**src/rtl/bin2bcd_seq.sv**
```systemverilog
// Sequential binary-to-BCD converter (shift-add-3, one bit per clock).
// Optional two's-complement input, valid/ready on both sides, overflow flag.
module bin2bcd_seq #(
    parameter int DATA_WIDTH = 16,
    parameter int DIGITS     = 5,
    parameter int SIGNED     = 0
) (
    input  logic                           clk,
    input  logic                           rst_n,
    input  logic                           in_valid,
    output logic                           in_ready,
    input  logic [DATA_WIDTH-1:0]          data_in,
    output logic                           out_valid,
    input  logic                           out_ready,
    output logic [4*DIGITS-1:0]            bcd,
    output logic                           sign,
    output logic                           overflow,
    output logic [$clog2(DIGITS+1)-1:0]    digit_cnt
);

    localparam int NW = 4 * DIGITS;
    localparam int CW = $clog2(DIGITS + 1);
    localparam int KW = $clog2(DATA_WIDTH);

    typedef enum logic [1:0] {
        IDLE,
        SHIFT,
        DONE
    } state_t;

    state_t state;
    state_t state_nx;

    logic [DATA_WIDTH-1:0] sr;
    logic [DATA_WIDTH-1:0] sr_nx;
    logic [NW-1:0]         dig;
    logic [NW-1:0]         adj;
    logic [NW-1:0]         dig_nx;
    logic [KW-1:0]         cnt;
    logic                  ovf_acc;
    logic                  sign_acc;
    logic                  carry;
    logic                  last;
    logic                  neg;
    logic [DATA_WIDTH-1:0] mag;
    logic [CW-1:0]         dcnt_nx;

    assign in_ready  = (state == IDLE);
    assign out_valid = (state == DONE);
    assign last      = (cnt == KW'(DATA_WIDTH - 1));

    // The most negative input negates to itself, which is the correct
    // unsigned magnitude 2^(DATA_WIDTH-1).
    always_comb begin
        neg = (SIGNED != 0) && data_in[DATA_WIDTH-1];
        mag = neg ? -data_in : data_in;
    end

    always_comb begin
        adj = '0;
        for (int d = 0; d < DIGITS; d++) begin
            if (dig[4*d +: 4] >= 4'd5)
                adj[4*d +: 4] = dig[4*d +: 4] + 4'd3;
            else
                adj[4*d +: 4] = dig[4*d +: 4];
        end
    end

    // Carry out of the top digit drops exactly 10^DIGITS from the result.
    always_comb begin
        carry  = adj[NW-1];
        dig_nx = {adj[NW-2:0], sr[DATA_WIDTH-1]};
        sr_nx  = {sr[DATA_WIDTH-2:0], 1'b0};
    end

    always_comb begin
        dcnt_nx = CW'(1);
        for (int d = 0; d < DIGITS; d++) begin
            if (dig_nx[4*d +: 4] != 4'd0)
                dcnt_nx = CW'(d + 1);
        end
    end

    always_ff @(posedge clk or negedge rst_n) begin
        if (!rst_n)
            state <= IDLE;
        else
            state <= state_nx;
    end

    always_comb begin
        state_nx = state;
        unique case (state)
            IDLE:    if (in_valid) state_nx = SHIFT;
            SHIFT:   if (last) state_nx = DONE;
            DONE:    if (out_ready) state_nx = IDLE;
            default: state_nx = IDLE;
        endcase
    end

    always_ff @(posedge clk or negedge rst_n) begin
        if (!rst_n) begin
            sr        <= '0;
            dig       <= '0;
            cnt       <= '0;
            ovf_acc   <= 1'b0;
            sign_acc  <= 1'b0;
            bcd       <= '0;
            sign      <= 1'b0;
            overflow  <= 1'b0;
            digit_cnt <= CW'(1);
        end else begin
            if (state == IDLE && in_valid) begin
                sr       <= mag;
                sign_acc <= neg;
                dig      <= '0;
                ovf_acc  <= 1'b0;
                cnt      <= '0;
            end else if (state == SHIFT) begin
                sr      <= sr_nx;
                dig     <= dig_nx;
                ovf_acc <= ovf_acc | carry;
                cnt     <= cnt + 1'b1;
                if (last) begin
                    bcd       <= dig_nx;
                    sign      <= sign_acc;
                    overflow  <= ovf_acc | carry;
                    digit_cnt <= dcnt_nx;
                end
            end
        end
    end

endmodule

```
**config.mk**
```make
export PLATFORM = sky130hd
export DESIGN_NAME = bin2bcd_seq
export DESIGN_NICKNAME = d
export VERILOG_FILES = /design/src/rtl/bin2bcd_seq.sv
export SDC_FILE = /design/constraint.sdc
export NUM_CORES = 1
export LEC_CHECK = 0
export BUFFER_PORTS_ARGS = -buffer_cell sky130_fd_sc_hd__buf_2
export CORE_ASPECT_RATIO = 1.4
export CORE_UTILIZATION = 40
export DETAILED_ROUTE_END_ITERATION = 10
export GPL_TIMING_DRIVEN = 1
export MAX_ROUTING_LAYER = met4
export SLEW_MARGIN = 15
export SYNTH_ARGS = -nofsm -noshare
export SYNTH_HDL_FRONTEND = slang
export SYNTH_SLANG_ARGS = --single-unit
```
**constraint.sdc**
```tcl
create_clock -name clk -period 4.56 [get_ports clk]
set_input_delay 0.456 -clock clk [delete_from_list [all_inputs] [get_ports clk]]
set_output_delay 0.456 -clock clk [all_outputs]
set_load 0.02 [all_outputs]
```
==> flow_summary.json <==
{
  "hold_viol_final": 0,
  "final_cell_mix": "76 x nand2_1, 66 x dfrtp_1, 45 x buf_2",
  "dp_hpwl_um": 4730,
  "clock_latency_ns": 0.35,
  "detail_route.wl_per_cell_um": 13.6,
  "drtAntennaViolNets": 0,
  "grt_pass1_wl_um": 11500,
  "place_area_sq_um": 3580,
  "fmax_ghz": 0.488,
  "reg2reg_depth": 7,
  "synth-xor-area-share": 0.0134,
  "r2r-start": "dig[8]$_DFFE_PN0P_",
  "max_stage_delay_ns": 0.42,
  "setup_viol": 0,
  "ys_seq_area_frac": 0.515,
  "post_cts_buffers": 0,
  "tightest_slew_ns": 0.954,
  "syn_to_final_growth_pct": 16.4,
  "place_ws_ns": 2.51,
  "grt_pass1_vias": 2487,
  "leakagePower_uw": 0.00182,
  "cts_buffer_depth": 2,
  "cts.sinks": 67,
  "first_pass_iters": 4,
  "grt_util_all_layers": 0.182,
  "ctsHoldBuffers": 0,
  "post_drt_via_cell_ratio": 5.05,
  "std_cell_rows": 38,
  "nets": 423,
  "cp-end-kind": "flop",
  "finClkSkew_ns": 0.00478,
  "final_util": 0.484,
  "drive_gt1_frac": 0.207,
  "port_buffers": 45,
  "syn_avg_cell_area_sq_um": 9.37,
  "layout_commonest_cell": "nand2_1",
  "yosys_warnings": 0,
  "crit_fanout": 5,
  "postCtsResizedCells": 0,
  "ios": 47,
  "maxCapViolCount": 0,
  "coreArea_sq_um": 7850,
  "status": "finished, final reports clean",
  "htreeDepth": 3,
  "ir_worst_vdd_v": 0.000326,
  "vias": 2511,
  "synthArstFlopShare": 1.00,
  "crit_start": "dig[8]$_DFFE_PN0P_",
  "cp-start-kind": "flop",
  "crit_slowest_cell": "dfrtp_1",
  "syn_area_sq_um": 3260,
  "slew_violations": 0,
  "fin_crit_ns": 2.05,
  "synth.net_count": 379,
  "r2r_slack_ns": 2.51,
  "worst_slack_ns": 2.51,
  "routed_wl_um": 6740,
  "antennaDiodeCount": 0,
  "synthMuxAreaShare": 0.0265,
  "fillers": 785,
  "clockRootBuffer": "clkbuf_8",
  "initial_core_util": 0.416,
  "die_h_um": 109,
  "die_w_um": 78.3,
  "synth_edf_count": 0,
  "drt_iter0_markers": 103,
  "clk_pin_slew_ns": 0.07,
  "rsz0062_at_grt": "no",
  "design_area_sq_um": 3790,
  "min_path_type": "in -> async",
  "synthAdderAreaFrac": 0.0422,
  "crit_type": "reg -> reg",
  "fin_crit_sh": 0.449,
  "worstPathCellList": "inv_1 -> ha_1 -> nand2b_1 -> a21oi_2 -> mux2_2 -> a2111oi_4 -> o221ai_2",
  "synth_compound_area_frac": 0.168,
  "drc_errors": 0,
  "syn_inst": 348,
  "cellPowerDensity_nw_per_um2": 739,
  "cts_tree": "done",
  "ys.flop_type": "dfrtp_1",
  "synth_seq_cells": 67,
  "antenna_found_initial": 0,
  "cts_made_buffers": 9,
  "synth_cell_types": 42,
  "whs_ns": 0.256,
  "cp_data_required_time_ns": 4.83,
  "grt_max_degree": 44,
  "place_congestion": 0.822,
  "r2r-end": "digit_cnt[0]$_DFFE_PN1P_",
  "grt-ovfl-total": 0,
  "critPathArrivalTime_ns": 2.32,
  "endpoint": "digit_cnt[0]$_DFFE_PN1P_",
  "synth-simple-area-share": 0.200,
  "dieArea_sq_um": 8520,
  "synth_top_family_by_area": "simple AND/OR/NAND/NOR gates",
  "relSlewSlack": 0.364,
  "fin_tns_setup_ns": 0
}
[worst min-delay path by stage]
stage | end | from | cells after the start | slack (ns)
2_1_floorplan | bcd[0]$_DFFE_PN0P_ | rst_n | 0 | 0.16
3_3_place_gp | bcd[2]$_DFFE_PN0P_ | bcd[2]$_DFFE_PN0P_ | 2 | 0.46
3_5_place_dp | bcd[11]$_DFFE_PN0P_ | bcd[11]$_DFFE_PN0P_ | 2 | 0.46
4_1_cts | state[1]$_DFFE_PN0P_ | out_ready | 2 | 0.27
5_1_grt | state[1]$_DFFE_PN0P_ | out_ready | 2 | 0.27
6_report | dig[1]$_DFFE_PN0P_ | rst_n | 1 | 0.26
[power by group]
part | internal (uW) | leakage (uW) | switching, uW
Combinational | 490 | 0.000864 | 738
Clock | 305 | 0.000101 | 228
Sequential | 849 | 0.000851 | 195
[kinds of logic (layout without fill, tap and decap cells)]
kind of cell | count (synthesis) | count (layout)
buf+inv | 28 | 77
simple gates | 140 | 140
flops | 67 | 67
other cells | 1 | 1
compound gates | 88 | 88
xor+xnor | 5 | 5
fa+ha+maj | 11 | 11
mux | 8 | 8
[synthesized netlist by cell type (3+ instances only)]
| library cell | n | share of area |
|---|---|---|
| a21oi_2 | 3 | 0.0081 |
| mux2i_1 | 3 | 0.0092 |
| ha_1 | 11 | 0.042 |
| o21ai_0 | 41 | 0.063 |
| inv_1 | 11 | 0.013 |
| dfrtp_1 | 66 | 0.51 |
| a21oi_1 | 9 | 0.014 |
| nor2_1 | 10 | 0.012 |
| nor3b_1 | 5 | 0.012 |
| xnor2_1 | 5 | 0.013 |
| o21ai_1 | 10 | 0.015 |
| nand3_1 | 20 | 0.031 |
| nor2b_1 | 3 | 0.0058 |
| a22oi_1 | 15 | 0.035 |
| nor3_1 | 6 | 0.0092 |
| nand2_1 | 76 | 0.087 |
| nand2b_1 | 8 | 0.015 |
| mux2_2 | 4 | 0.014 |
| clkbuf_1 | 14 | 0.016 |
[sequential cells by signal (all words and copies together), names as in the netlist]
signal,count
bcd,20
cnt,4
dig,20
digit_cnt,3
overflow,1
ovf_acc,1
sr,16
state,2
[area by class of cell]
type,count,area (sq um),share of cell area
multi-input combinational,253,1470,0.388
timing repair buffer,50,263,0.0692
sequential,67,1680,0.442
inverter,11,41.3,0.0109
tap,100,125,0.0330
clock buffer,9,124,0.0326
clock inverter,7,92.6,0.0244
[per-stage QoR]
stage	instances	power [uW]
5_1_grt	497	3060
6_report	497	2810
2_1_floorplan	348	1960
3_3_place_gp	481	2260
3_5_place_dp	481	2300
4_1_cts	497	2850
[worst max-delay path, delay by kind of cell (launching register included)]
| family | cells | cell delay [ns] |
|---|---|---|
| buffers and inverters | 1 | 0.12 |
| adders and majority gates | 1 | 0.22 |
| and+or+nand+nor | 1 | 0.10 |
| AOI/OAI and AO/OA | 3 | 0.70 |
| DFF | 1 | 0.42 |
| muxes | 1 | 0.40 |
[routing by layer]
| metal | vias up | track usage | routed length [um] |
|---|---|---|---|
| li1 | 1280 | - | - |
| met1 | 1181 | 0.207 | 3090 |
| met2 | 40 | 0.308 | 3350 |
| met3 | 10 | 0.0427 | 187 |
| met4 | 0 | 0.0754 | 112 |
| met5 | - | - | 0 |
No activity file was read; power rests on OpenSTA's default activity.
